`src/rtl/axi_lite_regfile_if.sv`:
```
// AXI4-Lite bus bundle for the register file: five channels, master and slave views.
interface axi_lite_regfile_if #(
  parameter int unsigned ADDR_WIDTH = 32,
  parameter int unsigned DATA_WIDTH = 32
);
  logic [ADDR_WIDTH-1:0]   AWADDR;
  logic                    AWVALID;
  logic                    AWREADY;
  logic [DATA_WIDTH-1:0]   WDATA;
  logic [DATA_WIDTH/8-1:0] WSTRB;
  logic                    WVALID;
  logic                    WREADY;
  logic [1:0]              BRESP;
  logic                    BVALID;
  logic                    BREADY;
  logic [ADDR_WIDTH-1:0]   ARADDR;
  logic                    ARVALID;
  logic                    ARREADY;
  logic [DATA_WIDTH-1:0]   RDATA;
  logic [1:0]              RRESP;
  logic                    RVALID;
  logic                    RREADY;

  modport master (
    output AWADDR, AWVALID, WDATA, WSTRB, WVALID, BREADY, ARADDR, ARVALID, RREADY,
    input  AWREADY, WREADY, BRESP, BVALID, ARREADY, RDATA, RRESP, RVALID
  );

  modport slave (
    input  AWADDR, AWVALID, WDATA, WSTRB, WVALID, BREADY, ARADDR, ARVALID, RREADY,
    output AWREADY, WREADY, BRESP, BVALID, ARREADY, RDATA, RRESP, RVALID
  );
endinterface

```
`src/rtl/axi_lite_regfile.sv`:
```
// AXI4-Lite slave register file. Independent read and write FSMs, byte strobes,
// DECERR for out-of-range indices, SLVERR on writes into the read-only top window.
module axi_lite_regfile #(
  parameter int unsigned           ADDR_WIDTH = 32,
  parameter int unsigned           DATA_WIDTH = 32,
  parameter int unsigned           NUM_REGS   = 32,
  parameter int unsigned           RO_BASE    = NUM_REGS,
  parameter logic [DATA_WIDTH-1:0] RESET_VAL  = '0
) (
  input  logic              ACLK,
  input  logic              ARESET,
  axi_lite_regfile_if.slave bus
);

  localparam int unsigned StrbW   = DATA_WIDTH / 8;
  localparam int unsigned OffsW   = $clog2(StrbW);
  localparam int unsigned IdxW    = ADDR_WIDTH - OffsW;
  localparam int unsigned RegIdxW = (NUM_REGS > 1) ? $clog2(NUM_REGS) : 1;
  // Index comparisons are done one bit wider than the address so NUM_REGS = 2^IdxW fits.
  localparam logic [ADDR_WIDTH:0] NumRegsW = (ADDR_WIDTH + 1)'(NUM_REGS);
  localparam logic [ADDR_WIDTH:0] RoBaseW  = (ADDR_WIDTH + 1)'(RO_BASE);

  localparam logic [1:0] RespOkay   = 2'b00;
  localparam logic [1:0] RespSlverr = 2'b10;
  localparam logic [1:0] RespDecerr = 2'b11;

  typedef enum logic {WCollect, WResp} w_state_e;
  typedef enum logic {RIdle, RData} r_state_e;

  logic [DATA_WIDTH-1:0] regs_q [NUM_REGS];

  w_state_e              w_state_q;
  logic                  aw_held_q, w_held_q;
  logic [IdxW-1:0]       aw_idx_q;
  logic [DATA_WIDTH-1:0] w_data_q;
  logic [StrbW-1:0]      w_strb_q;
  logic                  bvalid_q;
  logic [1:0]            bresp_q;

  r_state_e              r_state_q;
  logic                  rvalid_q;
  logic [DATA_WIDTH-1:0] rdata_q;
  logic [1:0]            rresp_q;

  logic                  awready, wready, aw_hs, w_hs, commit;
  logic [IdxW-1:0]       c_idx_raw;
  logic [ADDR_WIDTH:0]   c_idx;
  logic [RegIdxW-1:0]    c_sel;
  logic [DATA_WIDTH-1:0] c_data;
  logic [StrbW-1:0]      c_strb;
  logic                  c_wr;
  logic [1:0]            c_resp;

  logic [IdxW-1:0]       r_idx_raw;
  logic [ADDR_WIDTH:0]   r_idx;
  logic                  r_oor;

  // Readies come only from state flops (masked during reset), never from BREADY/RREADY.
  assign awready     = !ARESET && (w_state_q == WCollect) && !aw_held_q;
  assign wready      = !ARESET && (w_state_q == WCollect) && !w_held_q;
  assign bus.AWREADY = awready;
  assign bus.WREADY  = wready;
  assign bus.ARREADY = !ARESET && (r_state_q == RIdle);
  assign bus.BVALID  = bvalid_q;
  assign bus.BRESP   = bresp_q;
  assign bus.RVALID  = rvalid_q;
  assign bus.RDATA   = rdata_q;
  assign bus.RRESP   = rresp_q;

  assign aw_hs  = bus.AWVALID && awready;
  assign w_hs   = bus.WVALID && wready;
  // Commit on the edge where the later of AW/W lands (or both together).
  assign commit = (w_state_q == WCollect) && (aw_held_q || aw_hs) && (w_held_q || w_hs);

  // Commit decode: prefer held values, otherwise take the live bus.
  always_comb begin
    c_idx_raw = aw_held_q ? aw_idx_q : bus.AWADDR[ADDR_WIDTH-1:OffsW];
    c_data    = w_held_q ? w_data_q : bus.WDATA;
    c_strb    = w_held_q ? w_strb_q : bus.WSTRB;
    c_idx     = {1'b0, {OffsW{1'b0}}, c_idx_raw};
    c_sel     = c_idx_raw[RegIdxW-1:0];
    c_wr      = 1'b0;
    if (c_idx >= NumRegsW) begin
      c_resp = RespDecerr;
    end else if (c_idx >= RoBaseW) begin
      c_resp = RespSlverr;
    end else begin
      c_resp = RespOkay;
      c_wr   = 1'b1;
    end
  end

  // Read decode.
  always_comb begin
    r_idx_raw = bus.ARADDR[ADDR_WIDTH-1:OffsW];
    r_idx     = {1'b0, {OffsW{1'b0}}, r_idx_raw};
    r_oor     = (r_idx >= NumRegsW);
  end

  // Write FSM: collect AW/W in either order, commit with strobes, hold B until BREADY.
  always_ff @(posedge ACLK or posedge ARESET) begin
    if (ARESET) begin
      w_state_q <= WCollect;
      aw_held_q <= 1'b0;
      aw_idx_q  <= '0;
      w_held_q  <= 1'b0;
      w_data_q  <= '0;
      w_strb_q  <= '0;
      bvalid_q  <= 1'b0;
      bresp_q   <= RespOkay;
      for (int i = 0; i < NUM_REGS; i++) regs_q[i] <= RESET_VAL;
    end else begin
      unique case (w_state_q)
        WCollect: begin
          if (commit) begin
            for (int k = 0; k < StrbW; k++) begin
              if (c_wr && c_strb[k]) regs_q[c_sel][8*k +: 8] <= c_data[8*k +: 8];
            end
            aw_held_q <= 1'b0;
            w_held_q  <= 1'b0;
            bresp_q   <= c_resp;
            bvalid_q  <= 1'b1;
            w_state_q <= WResp;
          end else begin
            if (aw_hs) begin
              aw_held_q <= 1'b1;
              aw_idx_q  <= bus.AWADDR[ADDR_WIDTH-1:OffsW];
            end
            if (w_hs) begin
              w_held_q <= 1'b1;
              w_data_q <= bus.WDATA;
              w_strb_q <= bus.WSTRB;
            end
          end
        end
        WResp: begin
          if (bus.BREADY) begin
            bvalid_q  <= 1'b0;
            w_state_q <= WCollect;
          end
        end
      endcase
    end
  end

  // Read FSM: register data/response on AR, hold until RREADY. A same-edge commit is
  // not yet visible here, so the read returns the pre-write value.
  always_ff @(posedge ACLK or posedge ARESET) begin
    if (ARESET) begin
      r_state_q <= RIdle;
      rvalid_q  <= 1'b0;
      rdata_q   <= '0;
      rresp_q   <= RespOkay;
    end else begin
      unique case (r_state_q)
        RIdle: begin
          if (bus.ARVALID) begin
            rdata_q   <= r_oor ? '0 : regs_q[r_idx_raw[RegIdxW-1:0]];
            rresp_q   <= r_oor ? RespDecerr : RespOkay;
            rvalid_q  <= 1'b1;
            r_state_q <= RData;
          end
        end
        RData: begin
          if (bus.RREADY) begin
            rvalid_q  <= 1'b0;
            r_state_q <= RIdle;
          end
        end
      endcase
    end
  end

endmodule

```
`src/flat_wrapper.sv`:
```
// flat-port wrapper written by rule: the top's interface ports become plain ports
module axi_lite_regfile_flat 
#(
  parameter int unsigned           ADDR_WIDTH = 32,
  parameter int unsigned           DATA_WIDTH = 32,
  parameter int unsigned           NUM_REGS   = 32,
  parameter int unsigned           RO_BASE    = NUM_REGS,
  parameter logic [DATA_WIDTH-1:0] RESET_VAL  = '0
)
  (ACLK, ARESET, bus_AWADDR, bus_AWVALID, bus_WDATA, bus_WSTRB, bus_WVALID, bus_BREADY, bus_ARADDR, bus_ARVALID, bus_RREADY, bus_AWREADY, bus_WREADY, bus_BRESP, bus_BVALID, bus_ARREADY, bus_RDATA, bus_RRESP, bus_RVALID);
  axi_lite_regfile_if #(.ADDR_WIDTH(ADDR_WIDTH), .DATA_WIDTH(DATA_WIDTH)) bus_i ();
  input  logic ACLK;
  input  logic ARESET;
  input wire logic [$bits(bus_i.AWADDR)-1:0] bus_AWADDR;
  input wire logic [$bits(bus_i.AWVALID)-1:0] bus_AWVALID;
  input wire logic [$bits(bus_i.WDATA)-1:0] bus_WDATA;
  input wire logic [$bits(bus_i.WSTRB)-1:0] bus_WSTRB;
  input wire logic [$bits(bus_i.WVALID)-1:0] bus_WVALID;
  input wire logic [$bits(bus_i.BREADY)-1:0] bus_BREADY;
  input wire logic [$bits(bus_i.ARADDR)-1:0] bus_ARADDR;
  input wire logic [$bits(bus_i.ARVALID)-1:0] bus_ARVALID;
  input wire logic [$bits(bus_i.RREADY)-1:0] bus_RREADY;
  output wire logic [$bits(bus_i.AWREADY)-1:0] bus_AWREADY;
  output wire logic [$bits(bus_i.WREADY)-1:0] bus_WREADY;
  output wire logic [$bits(bus_i.BRESP)-1:0] bus_BRESP;
  output wire logic [$bits(bus_i.BVALID)-1:0] bus_BVALID;
  output wire logic [$bits(bus_i.ARREADY)-1:0] bus_ARREADY;
  output wire logic [$bits(bus_i.RDATA)-1:0] bus_RDATA;
  output wire logic [$bits(bus_i.RRESP)-1:0] bus_RRESP;
  output wire logic [$bits(bus_i.RVALID)-1:0] bus_RVALID;
  assign bus_i.AWADDR = bus_AWADDR;
  assign bus_i.AWVALID = bus_AWVALID;
  assign bus_i.WDATA = bus_WDATA;
  assign bus_i.WSTRB = bus_WSTRB;
  assign bus_i.WVALID = bus_WVALID;
  assign bus_i.BREADY = bus_BREADY;
  assign bus_i.ARADDR = bus_ARADDR;
  assign bus_i.ARVALID = bus_ARVALID;
  assign bus_i.RREADY = bus_RREADY;
  assign bus_AWREADY = bus_i.AWREADY;
  assign bus_WREADY = bus_i.WREADY;
  assign bus_BRESP = bus_i.BRESP;
  assign bus_BVALID = bus_i.BVALID;
  assign bus_ARREADY = bus_i.ARREADY;
  assign bus_RDATA = bus_i.RDATA;
  assign bus_RRESP = bus_i.RRESP;
  assign bus_RVALID = bus_i.RVALID;
  axi_lite_regfile #(.ADDR_WIDTH(ADDR_WIDTH), .DATA_WIDTH(DATA_WIDTH), .NUM_REGS(NUM_REGS), .RO_BASE(RO_BASE), .RESET_VAL(RESET_VAL)) u_core (.ACLK(ACLK), .ARESET(ARESET), .bus(bus_i));
endmodule
```
`config.mk`:
```
export PLATFORM = sky130hd
export DESIGN_NAME = axi_lite_regfile_flat
export DESIGN_NICKNAME = d
export VERILOG_FILES = /design/src/rtl/axi_lite_regfile_if.sv /design/src/rtl/axi_lite_regfile.sv /design/src/flat_wrapper.sv
export SDC_FILE = /design/constraint.sdc
export NUM_CORES = 2
export LEC_CHECK = 0
export BUFFER_PORTS_ARGS = -buffer_cell sky130_fd_sc_hd__buf_2
export CORE_ASPECT_RATIO = 1.75
export CORE_MARGIN = 2
export CORE_UTILIZATION = 23
export DETAILED_ROUTE_END_ITERATION = 6
export GPL_TIMING_DRIVEN = 0
export HOLD_SLACK_MARGIN = 0.12
export PLACE_DENSITY = 0.48
export SYNTH_ARGS = -nofsm -noshare
export SYNTH_HDL_FRONTEND = slang
export SYNTH_SLANG_ARGS = --single-unit
```
`constraint.sdc`:
```
create_clock -name ACLK -period 39 [get_ports ACLK]
set_input_delay 5.85 -clock ACLK [delete_from_list [all_inputs] [get_ports ACLK]]
set_output_delay 5.85 -clock ACLK [all_outputs]
set_load 0.01 [all_outputs]
```
## After elaboration in Yosys (flattened, before gate mapping)

Cells that the tools add are included.

| storage, ports and cells | value |
|---|---|
| output and inout port bits | 41 |
| bits of input ports | 107 |
| memory bits (writable) | 0 |
| memory bits (read-only) | 0 |
| register bits | 1132 |
| memories kept | 0 |
| latch bits | 0 |

| operators by class | value |
|---|---|
| add/sub/neg operators | 0 |
| bitwise operators | 5 |
| reduce and logical (&&, ||, !) cells | 28 |
| divide/modulo/power cells | 0 |
| magnitude comparators | 5 |
| eq/ne operators | 4 |
| shift-type cells | 0 |
| muxes and demuxes | 48 |
| multipliers | 0 |

Operators by type and width:

| cell | number |
|---|---|
| 2-to-1 mux 1024 bit | 10 |
| bitwise mux 1024 bit | 4 |
| demux 32 bit (select 5 bit) | 4 |
| binary-select mux 32 bit (select 5 bit) | 1 |
| 2-to-1 mux 32 bit | 5 |
| >= comparator 30 x 6 -> 1 bit, second input constant | 2 |
| 2-to-1 mux 30 bit | 1 |
| 2-to-1 mux 24 bit | 1 |
| 2-to-1 mux 16 bit | 1 |
| logical AND 1 bit | 13 |
| 2-to-1 mux 1 bit | 13 |
| >= comparator 6 bit, second input constant | 2 |
| inverter 5 -> 6 bit | 2 |
| AND reduction 2 bit | 6 |
| 2-to-1 mux 8 bit | 1 |
| one-hot mux 1 bit (2 select lines) | 4 |
| < comparator 6 x 1 -> 1 bit, second input constant | 1 |
| inequality test 2 bit, second input constant | 3 |
| AND reduction 3 bit | 2 |
| 2-to-1 mux 2 bit | 2 |
| 2-to-1 mux 4 bit | 1 |
| nonzero test 2 bit | 2 |
| logical NOT 1 bit | 3 |
| inverter 1 bit | 3 |
| other kinds (2) | 3 |

## Longest topological paths before layout

| logic depth | value |
|---|---|
| depth after elaboration | 20 |
| depth in mapped cells | 9 |
| mapped depth without buffers | 5 |

## Worst setup path before layout

Ideal clock, no wire load.

| timing path | value |
|---|---|
| path type | input -> output |
| start | in ARESET |
| end | out bus_AWREADY |
| data required time | 33.150 ns |
| cell stages on the path | 1 |
| path slack | 27.041 ns |
| data arrival time | 6.109 ns |
| path through | nor3_1 |

| on the way | value |
|---|---|
| cells in the longest elaborated chain, start to end | 3 |

Ends and longest elaborated chain:

| what | RTL line | text |
|---|---|---|
| start, declared | flat_wrapper.sv:13 | `input logic ARESET;` |
| logical NOT 1 bit | axi_lite_regfile.sv:59 | `assign awready = !ARESET && (w_state_q == WCollect) && !aw_held_q;` |
| logical AND 1 bit (2 in a row) | axi_lite_regfile.sv:59 |  |
| end, declared | flat_wrapper.sv:23 | `output wire logic [$bits(bus_i.AWREADY)-1:0] bus_AWREADY;` |

Every way passes these cells.

## Worst setup path after layout

Same ends and word-level chain as after synthesis.

==> impl_metrics.yaml <==
setup_path:
  crit_type: "primary input to output pin"
  slowest_delay_ps: 170
  worst_r2r_path_depth: 7
  worst_setup_path_end_kind: "output pin"
  critPathSlowestCell: "buf_2"
  path_cells: "buf_2, nor3_1, buf_2"
  arrival_ps: 6310
  startpoint_type: "primary input"
  crit_required_ps: 33150
  worstPathMaxFanout: 8
  crit_path_frequent_cell: "buf_2"
global_routing:
  grt_pass1_wl_mm: 275
  grt_use_total_pct: 16.6
  grt-ovfl-total: 0
  antenna_found_initial: 31
  grt_pass1_vias: 33600
  grt_start_max_net_pins: 126
logic_synthesis:
  synth_cell_type_count: 44
  yosysMostFrequentCell: "dfrtp_1"
  synth_top_flop_cell: "dfrtp_1"
  synth_cells: 3220
  synth_area_leaders: "dfrtp_1 53%, mux4_2 12%, mux2_1 12%"
  yosysWarnings: 0
  synthArstFlopShare_pct: 100
  synth_top_area_share_pct: 53.0
  synth-edff-count: 0
  yosysSeqAreaShare_pct: 53.0
  synth_seq_cells: 1130
  syn_avg_cell_area_um2: 16.6
  yosys.area.top_type: "dfrtp_1"
  synthTopCellsByCount: "1130 x dfrtp_1, 573 x mux2_1, 554 x mux2_2"
  netlist_area_um2: 53300
  syn-num-nets: 3327
clock_tree:
  cts_sinks: 1130
  clockBufferDepth: 3
  clock_latency_ps: 740
  hold_buffers: 0
  cts_setup_buffers: 0
  cts_resized: 0
  clk_root_buffer_cell: "clkbuf_16"
  cts_tree: "built"
  clkSlewWorstSetupHoldPaths_ps: 60
  numCtsBuffers: 105
  cts.htree.levels: 3
floorplanning:
  dieArea_um2: 236000
  initial_core_util_pct: 23.2
  core_area_um2: 230000
  rows: 233
  dieWidth_um: 368
  die_h_um: 641
  io_pins: 148
outcome:
  status: "finished, violations left"
  violations: "max-capacitance violations, max-slew violations"
sta:
  period_needed_ps: 12160
  worstMarginPinSlew_ps: 1520
  fmax_mhz: 82.2
  setup_ws_ps: 26840
  min_period_over_period_pct: 31.2
  slew_headroom_pct: -1.34
  rsz0062_at_grt: "no"
  setup_viol: 0
  slew_violations: 11
  hold_viol: 0
  finalSetupTns_ps: 0
  fin_worst_skew_ps: 45.4
drt:
  via_per_inst: 4.68
  dr.pass1.iters: 5
  drt_iter0_drc: 1662
  route.final.wire_length_mm: 197
  drc: 0
  ant_nets: 0
  vias: 31000
  wl_per_cell_um: 29.6
layout:
  nNetsFinal: 3587
  nFillCells: 23600
  regArea_um2: 28300
  syn2layout_area_growth_pct: 16.1
  layout-drive-gt1-share_pct: 40.1
  multiInputGateArea_um2: 23900
  final_area_um2: 61900
placed_design:
  place_congestion: 0.851
  place_area_um2: 58200
  dp_slack_ps: 26840
  buffer_ports.inserted: 139
  dpl.hpwl_mm: 145
flow_run:
  drv_cap: 2
worst_hold_path:
  hold_class: "register to register"
  whs_path_depth: 1
pwr:
  peakVddDrop_mv: 0.0319
  total_leakage_power_nw: 29.6
  powerDensity_nw_per_um2: 45.1
==> worst paths after layout <==
kind | from | end | slack [ps]
worst max register to register | u_core.r_state_q$_DFF_PP0_ | u_core.bus.RDATA[2]$_DFFE_PP0P_ | 34630
min in group asynchronous | ARESET | u_core.w_state_q$_DFF_PP0_ | 5250
max in group asynchronous | ARESET | u_core.regs_q[178]$_DFFE_PP0P_ | 31640
worst min register to register | u_core.regs_q[188]$_DFFE_PP0P_ | u_core.regs_q[188]$_DFFE_PP0P_ | 490
worst min-delay path | u_core.regs_q[188]$_DFFE_PP0P_ | u_core.regs_q[188]$_DFFE_PP0P_ | 490
worst max-delay path | ARESET | bus_AWREADY | 26840
==> registers in the layout, indices dropped and copies added (netlist names) <==
register and count:
u_core.w_state_q 1, u_core.regs_q 1024, u_core.aw_held_q 1, u_core.r_state_q 1, u_core.w_data_q 32, u_core.aw_idx_q 30
u_core.bus.RDATA 32, u_core.w_held_q 1, u_core.bus.BRESP 1, u_core.bus.BVALID 1, u_core.w_strb_q 4, u_core.bus.RRESP 1
u_core.bus.RVALID 1
==> worst max-delay path, delay by kind of cell <==
family | cells | cell delay [ps]
buffers and inverters | 2 | 320
and+or+nand+nor | 1 | 140
==> logic make-up after synthesis <==
family	after synthesis	synth area share [%]
simple gates	257	6.68
buf+inv	259	2.13
flops	1130	53.0
mux	1424	36.1
compound gates	150	2.02
==> cells in the final DEF (no fill, tap or decap), drive strengths merged, types with 29 or more instances in the layout <==
cell       n
a211oi    33
buf      253
clkbuf   304
dfrtp   1130
mux2    1127
mux4     288
nand4    129
nor2b     31
nor3      39
o21ai     29
==> metal layers <==
metal	routed length, um	global-route usage (%)	vias up
li1	-	-	12900
met3	7010	2.23	314
met4	14200	10.5	10
met5	50	0	-
met1	71200	17.8	17100
met2	104000	30.6	782
==> stage by stage <==
| stage | power (mW) | std cells | utilization (%) | hold WS (ps) |
|---|---|---|---|---|
| floorplan | 1.51 | 3220 | - | 459 |
| global placement | 1.70 | 6414 | 25.1 | 468 |
| detailed placement | 1.70 | 6428 | 25.3 | 476 |
| CTS | 2.83 | 6622 | 26.9 | 490 |
| global route | 2.89 | 6635 | 26.9 | 497 |
| finish | 2.79 | 6640 | 26.9 | 486 |
==> final cells by class <==
cell class,count,share of cell area (%)
Antenna cell,18,0.0728
Buffer,253,1.82
Clock buffer,151,5.01
Clock inverter,43,0.893
Inverter,6,0.0485
Multi-Input combinational cell,1831,38.7
Sequential cell,1130,45.7
Tap cell,3055,6.18
Timing Repair Buffer,153,1.63
==> where the power goes <==
part           switching, mW  total [mW]  leakage (nW)  internal, mW
Clock                  0.491        1.12          1.81         0.628
Combinational          0.338       0.443          12.1         0.105
Sequential            0.0197        1.23          15.7          1.21
No activity file was read; power rests on OpenSTA's default activity.
